## config.mk

```make
export PLATFORM = sky130hd
export DESIGN_NAME = store_unit
export DESIGN_NICKNAME = d
export VERILOG_FILES = /design/src/rtl/store_pkg.sv /design/src/rtl/store_merge.sv /design/src/rtl/store_unit.sv
export SDC_FILE = /design/constraint.sdc
export NUM_CORES = 1
export LEC_CHECK = 0
export CAP_MARGIN = 20
export CORE_MARGIN = 3
export CORE_UTILIZATION = 50
export CTS_BUF_LIST = sky130_fd_sc_hd__clkbuf_8
export DETAILED_ROUTE_END_ITERATION = 12
export PLACE_DENSITY = 0.84
export SLEW_MARGIN = 20
export SYNTH_ARGS = -nofsm -noshare
export SYNTH_HDL_FRONTEND = slang
export SYNTH_SLANG_ARGS = --single-unit
```

## constraint.sdc

```tcl
create_clock -name clk -period 3.2 [get_ports clk]
set_input_delay 0.48 -clock clk [delete_from_list [all_inputs] [get_ports clk]]
set_output_delay 0.48 -clock clk [all_outputs]
set_load 0.02 [all_outputs]
```

## src/rtl/store_pkg.sv

```systemverilog
// Shared definitions for the store unit: store-size encodings, FSM state type
// and the alignment/legality check applied when a request is accepted.
package store_pkg;

  localparam logic [2:0] F3_SB = 3'b000;
  localparam logic [2:0] F3_SH = 3'b001;
  localparam logic [2:0] F3_SW = 3'b010;

  typedef enum logic [2:0] {
    IDLE,
    RD,
    MERGE,
    WR,
    RESP
  } state_e;

  // A store is rejected when its size is unknown or its address is not
  // naturally aligned to that size.
  function automatic logic isBadStore(input logic [2:0] funct3, input logic [1:0] addrLo);
    logic bad;
    case (funct3)
      F3_SB:   bad = 1'b0;
      F3_SH:   bad = addrLo[0];
      F3_SW:   bad = (addrLo != 2'b00);
      default: bad = 1'b1;
    endcase
    return bad;
  endfunction

endpackage

```

## src/rtl/store_merge.sv

```systemverilog
// Combinational lane merge: overlays a byte or halfword of store data onto the
// old memory word at the lane selected by the low address bits (little-endian).
module store_merge
  import store_pkg::*;
#(
  parameter int DWIDTH = 32
) (
  input  logic [DWIDTH-1:0] oldWord_i,
  input  logic [15:0]       data_i,
  input  logic [1:0]        addrLo_i,
  input  logic [2:0]        funct3_i,
  output logic [DWIDTH-1:0] merged_o
);

  logic [4:0] byteShift;
  logic [4:0] halfShift;

  assign byteShift = {addrLo_i, 3'b000};
  assign halfShift = {addrLo_i[1], 4'b0000};

  always_comb begin
    merged_o = oldWord_i;
    if (funct3_i == F3_SB) begin
      merged_o[byteShift +: 8] = data_i[7:0];
    end else if (funct3_i == F3_SH) begin
      merged_o[halfShift +: 16] = data_i;
    end
  end

endmodule

```

## src/rtl/store_unit.sv

```systemverilog
// Store unit: accepts SB/SH/SW requests, performs read-modify-write for
// sub-word stores, and reports completion (and misalignment errors) with a pulse.
module store_unit
  import store_pkg::*;
#(
  parameter int AWIDTH = 32,
  parameter int DWIDTH = 32
) (
  input  logic              clk,
  input  logic              rst,
  input  logic              req_valid_i,
  output logic              req_ready_o,
  input  logic [AWIDTH-1:0] req_addr_i,
  input  logic [DWIDTH-1:0] req_data_i,
  input  logic [2:0]        req_funct3_i,
  output logic              done_o,
  output logic              err_o,
  output logic [AWIDTH-1:0] mem_addr_o,
  output logic [DWIDTH-1:0] mem_data_o,
  output logic              mem_read_en_o,
  output logic              mem_write_en_o,
  input  logic [DWIDTH-1:0] mem_data_i
);

  state_e            state_q, state_d;
  logic [AWIDTH-1:0] addr_q;
  logic [DWIDTH-1:0] data_q;
  logic [2:0]        funct3_q;
  logic              err_q;
  logic              respWait_q, respWait_d;
  logic [DWIDTH-1:0] mergedWord_q;
  logic [DWIDTH-1:0] mergedWord;
  logic              accept;
  logic              reqBad;

  assign reqBad = isBadStore(req_funct3_i, req_addr_i[1:0]);
  assign accept = req_ready_o && req_valid_i;

  store_merge #(
    .DWIDTH(DWIDTH)
  ) u_merge (
    .oldWord_i(mem_data_i),
    .data_i   (data_q[15:0]),
    .addrLo_i (addr_q[1:0]),
    .funct3_i (funct3_q),
    .merged_o (mergedWord)
  );

  always_ff @(posedge clk) begin
    if (!rst) begin
      state_q      <= IDLE;
      addr_q       <= '0;
      data_q       <= '0;
      funct3_q     <= '0;
      err_q        <= 1'b0;
      respWait_q   <= 1'b0;
      mergedWord_q <= '0;
    end else begin
      state_q    <= state_d;
      respWait_q <= respWait_d;
      if (accept) begin
        addr_q   <= req_addr_i;
        data_q   <= req_data_i;
        funct3_q <= req_funct3_i;
        err_q    <= reqBad;
      end
      if (state_q == MERGE) begin
        mergedWord_q <= mergedWord;
      end
    end
  end

  // Errored requests sit in RESP for one extra cycle so that their completion
  // latency matches an aligned SW; no memory state is ever visited for them.
  always_comb begin
    state_d    = state_q;
    respWait_d = respWait_q;
    case (state_q)
      IDLE: begin
        if (req_valid_i) begin
          if (reqBad) begin
            state_d    = RESP;
            respWait_d = 1'b1;
          end else if (req_funct3_i == F3_SW) begin
            state_d = WR;
          end else begin
            state_d = RD;
          end
        end
      end
      RD:    state_d = MERGE;
      MERGE: state_d = WR;
      WR:    state_d = RESP;
      RESP: begin
        respWait_d = 1'b0;
        if (!respWait_q) begin
          state_d = IDLE;
        end
      end
      default: state_d = IDLE;
    endcase
  end

  // Every output is qualified by rst so nothing leaks out while reset is held,
  // including a WR cycle that is being aborted.
  always_comb begin
    req_ready_o    = 1'b0;
    done_o         = 1'b0;
    err_o          = 1'b0;
    mem_addr_o     = '0;
    mem_data_o     = '0;
    mem_read_en_o  = 1'b0;
    mem_write_en_o = 1'b0;
    if (rst) begin
      case (state_q)
        IDLE: req_ready_o = 1'b1;
        RD: begin
          mem_read_en_o = 1'b1;
          mem_addr_o    = {addr_q[AWIDTH-1:2], 2'b00};
        end
        WR: begin
          mem_write_en_o = 1'b1;
          mem_addr_o     = {addr_q[AWIDTH-1:2], 2'b00};
          mem_data_o     = (funct3_q == F3_SW) ? data_q : mergedWord_q;
        end
        RESP: begin
          done_o = !respWait_q;
          err_o  = !respWait_q && err_q;
        end
        default: ;
      endcase
    end
  end

endmodule

```

==> results by group, run 1 <==
Die
  • Die Wd: 114.4 um
  • Die H: 114.4 um
  • Starting Density: 0.5261
  • Core ar.: 11,170 sq um
  • Floorplan row count: 38
  • Die area: 13,090 sq um
  • IO Pins: 171

Yosys
  • Most frequent cell after synthesis: nand2_1
  • Leading area contributor after synthesis: dfxtp_1
  • Most area-consuming cells after synthesis: dfxtp_1, nand2_1, a21boi_0
  • Post-synthesis sequential area ratio: 0.3542
  • Post-synth top cells: nand2_1, dfxtp_1, clkbuf_1
  • Share of the synthesized area in the top cell type: 0.3542
  • Mapped Cells: 764
  • Syn avg cell area: 7.694 sq um
  • Post-synth EDFFs: 0
  • Top_reg_cell synth: dfxtp_1
  • Flops & latches, synth: 104
  • Post-synth cell types: 35
  • Async S/R FF share, synth: 0
  • Synth Cell Area: 5878 sq um
  • Synth warn: 0

Power and ir drop
  • Sw Ratio: 0.3090
  • LEAKAGE: 2.765 nW
  • Pwr dens: 385.4 nW/um^2
  • Logic pwr share: 0.232
  • Clock Power Share: 0.279
  • Cell Int Power: 0.002061 W
  • Sequential power share: 0.489
  • Switching power total: 0.0009218 W
  • VDD IR max: 0.2729 mV

Clock tree
  • Num Clock Sinks: 104
  • Post-CTS resize count: 0
  • Max H-tree Level: 3
  • Clk slew on worst S/H paths: 0.10 ns
  • Post-CTS Setup Bufs: 0
  • Max Buffers Root-to-Sink: 2
  • Root buffer cell: clkbuf_8
  • CTS Hold Buffers Added: 0
  • CTS tree: yes
  • CTS buffer count: 9
  • Clock Latency Late Sink: 0.37 ns

Timing
  • RSZ-0062 raised after global routing: no
  • Slew Limit Headroom: 0.3718
  • Final Setup Violations: 0
  • Least-Margin Pin Slew: 0.9290 ns
  • Final cycle utilization of the critical path: 0.9339
  • F_max: 0.3346 GHz
  • Fin Setup TNS: 0 ns
  • Fin crit period: 2.989 ns
  • Clock skew: 0.01305 ns
  • Max Slew Vio Count: 0
  • Final hold viol count: 0

Routing
  • Routed vias/inst: 6.052
  • Drt drc: 0
  • Via count: 6,179
  • Routed WL: 18.22 mm
  • Initial DRC Count: 640
  • Routed WL per cell: 17.84 um
  • TritonRoute pass-1 iters: 5
  • DRT antenna net count: 0

Hold path
  • Hold Crit Class: reg -> reg
  • Hold EP: addr_q[25]
  • Hold-critical path depth: 2
  • Hold path start: addr_q[25]

Setup path
  • Startpoint types: flop
  • Worst r2r src: addr_q[0]
  • R2R Path End: mergedWord_q[3]
  • R2R depth: 5
  • Crit Path Max Fanout: 24
  • R2R Setup Slk: 0.89 ns
  • Critical path class: reg -> out
  • Critical Path Sink Type: output port
  • Crit path required time: 2.72 ns
  • Crit path DAT: 2.51 ns

Placed design
  • Routability congestion estimate: 0.8507
  • Post-DP HPWL: 12.33 mm
  • Port Buf Inserts: 168

Run status
  • Status: complete, no violations

Finish
  • Final Util: 0.6927
  • Antenna Cells: 0
  • Area Growth Syn to Fin: 31.67%
  • Final nets: 984
  • Share of layout cells above drive strength 1: 0.05221
  • Fillcell total: 924

Global routing
  • Grt ovf: 0
  • All-Layer GR Usage: 0.2719
  • Largest net degree at the start of global routing: 76
  • Initial antenna violation count: 0
  • Number of global-route vias before repair: 5,814
  • Global-route wire length before repair: 29.23 mm

Run
  • Number of max-cap violations: 0
layout make-up:
cell class / count / area [sq um] / share of cell area
multi-input combinational: 566 / 3420 / 0.4418
timing repair buffer: 188 / 1839 / 0.2376
clock inverter: 6 / 68.82 / 0.008891
clock buffer: 9 / 123.9 / 0.01600
sequential: 104 / 2083 / 0.2692
inverter: 8 / 30.03 / 0.003880
tap: 140 / 175.2 / 0.02263
logic make-up after synthesis:
kind of cell | Yosys count | share of synthesized area
flops | 104 | 0.3542
compound gates | 238 | 0.3027
other cells | 1 | 0.0006380
simple gates | 321 | 0.2610
buf+inv | 95 | 0.07088
fa+ha+maj | 5 | 0.01064
critical path, cell delays in order (launching register included):
cell	delay, ns
dfxtp_1	0.39
buf_4	0.30
nor3b_2	0.24
buf_4	0.27
nand2_1	0.08
a21oi_1	0.21
clkdlybuf4s50_1	0.65
layer usage:
layer  GRT usage  vias to the layer above  wire length [um]
met5           0                        -                 0
met4     0.07443                        0               371
met2      0.4428                      324              8489
met3     0.07347                       29              2005
li1            -                     2930                 -
met1      0.3555                     2896              7352
how the worst max path moves through the flow:
stage,slack [ns],cells past startpoint,to,from
after floorplan,0.92,8,mergedWord_q[8],addr_q[1]
after global routing,0.09,6,mem_data_o[2],funct3_q[1]
after detailed placement,0.66,5,mem_data_o[20],funct3_q[2]
after global placement,0.64,5,mergedWord_q[5],addr_q[0]
after CTS,0.25,5,mem_data_o[20],funct3_q[2]
final,0.21,6,mem_data_o[8],funct3_q[1]
layout by cell type, fill, tap and decap left out, types with 2 or more instances in the layout:
master,netlist,layout
clkdlybuf4s50_1,0,167
a21boi_0,58,58
and4b_1,2,2
nand2_1,204,204
clkbuf_8,0,9
nor4bb_1,4,2
o21ai_0,35,35
ha_1,5,5
buf_4,2,19
a31oi_1,2,2
o21a_1,33,33
a21boi_1,10,9
nor4b_1,17,17
a32o_1,32,32
nor4_1,16,16
inv_1,8,9
inv_6,0,3
a221o_1,32,32
nor3b_1,3,2
a21oi_1,33,33
nor2_1,22,21
nor2b_1,18,17
dfxtp_1,104,103
conb_1,1,2
and3_1,30,30
state kept, by name (all words and copies together), names as in the netlist:
signal and cells:
respWait_q 1, funct3_q 3, addr_q 32, data_q 32, state_q 3, err_q 1, mergedWord_q 32
power groups by stage:
stage / Combinational [W] / Sequential, W / Clock (W)
2_1_floorplan: 0.000461 / 0.00144 / 0
3_3_place_gp: 0.000663 / 0.00148 / 0
3_5_place_dp: 0.000682 / 0.00149 / 0
4_1_cts: 0.000685 / 0.00146 / 0.000842
5_1_grt: 0.000759 / 0.00147 / 0.000892
6_report: 0.000693 / 0.00146 / 0.000832
metrics by stage:
step	hold WS (ns)	area (sq um)	worst slack (ns)	total power [W]	instances
after floorplan	0.4306	5882	0.9231	0.001901	765
after global placement	0.4369	7540	0.6363	0.002146	1006
after detailed placement	0.4410	7546	0.6606	0.002167	1006
after CTS	0.4557	7739	0.2468	0.002983	1021
after global routing	0.4802	7740	0.08977	0.003118	1021
final	0.4534	7740	0.2114	0.002983	1021
(Power assumes the default switching activity.)
==> run 2, diff against run 1 <==
- CELL_PAD_IN_SITES_DETAIL_PLACEMENT: default -> 1
- CELL_PAD_IN_SITES_GLOBAL_PLACEMENT: default -> 2
- CORE_UTILIZATION: 50 -> 27
- PLACE_DENSITY: 0.84 -> default
- PLACE_DENSITY_LB_ADDON: default -> 0.1
- clock period: 3.2 -> 3 ns (I/O delays scaled with it)
==> results by group, run 2 (same netlist as run 1, synthesis figures left out) <==
Timing
  • Least-Margin Pin Slew: 0.9628 ns
  • Fin Setup TNS: 0 ns
  • Max Slew Vio Count: 0
  • Clock skew: 0.01441 ns
  • Final hold viol count: 0
  • Final Setup Violations: 0
  • Slew Limit Headroom: 0.3566
  • Final cycle utilization of the critical path: 0.9424
  • Fin crit period: 2.827 ns
  • F_max: 0.3537 GHz
  • RSZ-0062 raised after global routing: yes

Routing
  • DRT antenna net count: 0
  • Routed vias/inst: 5.306
  • Routed WL: 23.41 mm
  • Drt drc: 0
  • Initial DRC Count: 364
  • Via count: 6,155
  • Routed WL per cell: 20.18 um
  • TritonRoute pass-1 iters: 5

Finish
  • Biggest regs: addr_q x32, data_q x32, mergedWord_q x32
  • Antenna Cells: 0
  • Final nets: 987
  • Share of layout cells above drive strength 1: 0.05537
  • Most common cell after layout, fill and taps aside: nand2_1
  • Commonest non-fill, non-tap cells in the layout: nand2_1, clkdlybuf4s50_1, dfxtp_1
  • Final Util: 0.3734
  • Area Growth Syn to Fin: 34.80%
  • Final instance area: 7924 sq um

Clock tree
  • Root buffer cell: clkbuf_8
  • Post-CTS Setup Bufs: 0
  • Max Buffers Root-to-Sink: 2
  • Max H-tree Level: 3
  • Num Clock Sinks: 104
  • Clock Latency Late Sink: 0.39 ns
  • CTS tree: yes
  • Clk slew on worst S/H paths: 0.11 ns
  • CTS buffer count: 9

Setup path
  • Critical Path Sink Type: output port
  • Startpoint types: flop
  • R2R depth: 4
  • Crit path DAT: 2.38 ns
  • Crit Path Max Fanout: 35
  • Crit path required time: 2.55 ns
  • Worst r2r src: funct3_q[2]
  • Critical path class: reg -> out
  • R2R Path End: mergedWord_q[26]
  • R2R Setup Slk: 0.74 ns
  • Worst Setup SP: funct3_q[0]

Global routing
  • Global-route wire length before repair: 37.06 mm
  • Largest net degree at the start of global routing: 60
  • Number of global-route vias before repair: 6,586
  • Grt ovf: 0
  • Initial antenna violation count: 2
  • All-Layer GR Usage: 0.1945

Placed design
  • Placed instance area: 7737 sq um
  • Routability congestion estimate: 0.7656
  • Post-DP HPWL: 16.06 mm
  • Port Buf Inserts: 168

Die
  • IO Pins: 171
  • Die area: 23,580 sq um
  • Core ar.: 21,220 sq um
  • Starting Density: 0.2770
  • Die Wd: 153.6 um
  • Die H: 153.6 um
  • Floorplan row count: 53

Hold path
  • Hold-critical path depth: 2
  • Hold EP: addr_q[24]
  • Hold path start: addr_q[24]
  • Hold Crit Class: reg -> reg

Power and ir drop
  • Pwr dens: 406.2 nW/um^2
  • VDD IR max: 0.2059 mV
  • LEAKAGE: 2.786 nW

Run status
  • Status: complete, no violations

Run
  • Number of max-cap violations: 0
==> run 2: worst max path at each step <==
| stage | cells after the start | endpoint | slack [ns] |
|---|---|---|---|
| final | 6 | mem_data_o[12] | 0.17 |
| after global routing | 6 | mem_data_o[12] | -0.0009 |
| after detailed placement | 4 | mem_data_o[8] | 0.51 |
| after global placement | 4 | mem_data_o[1] | 0.55 |
| after CTS | 4 | mem_data_o[8] | 0.06 |
| after floorplan | 8 | mergedWord_q[8] | 0.72 |
==> run 2: cell type report <==
type | instances | area (sq um)
fill | 2546 | 13300
multi-input combinational | 566 | 3421
sequential | 104 | 2083
timing repair buffer | 191 | 1864
tap | 275 | 344.1
clock buffer | 10 | 137.6
clock inverter | 6 | 43.79
inverter | 8 | 30.03
==> run 2: metal layers <==
metal	global-route usage	vias up	wire [um]
met5	0	-	27
met4	0.05046	4	352
met3	0.04137	22	1514
met2	0.3200	180	11170
met1	0.2603	3014	10340
li1	-	2935	-
==> run 2: through the flow <==
step	worst slack [ns]	hold WS, ns	std cells	total power [W]
finish	0.1729	0.4615	1160	0.003219
global route	-0.0009066	0.4746	1160	0.003411
CTS	0.06272	0.4417	1160	0.003271
detailed placement	0.5059	0.4502	1144	0.002375
global placement	0.5458	0.4383	1144	0.002352
floorplan	0.7231	0.4306	765	0.002028
==> run 2: timing repair <==
item                                    in CTS  in global routing
endpoints found under the setup margin       0                 23
hold endpoints to repair                     0                  0
hold buffers                                 0                  0
resized for setup                            0                  2
==> run 2: power by group <==
group          internal, W  total [W]  switching [W]  leakage (nW)
clock network     0.000329   0.000879       0.000551        0.0867
registers          0.00147    0.00156      0.0000891         0.850
logic             0.000346   0.000781       0.000436          1.85
total              0.00214    0.00322        0.00108          2.79
==> run 2: critical path: stages, from the launching register on <==
cell and delay (ns):
dfxtp_1 0.33, buf_4 0.24, nor3b_2 0.25, buf_4 0.28, nand2_1 0.09, a21oi_1 0.15, clkdlybuf4s50_1 0.62
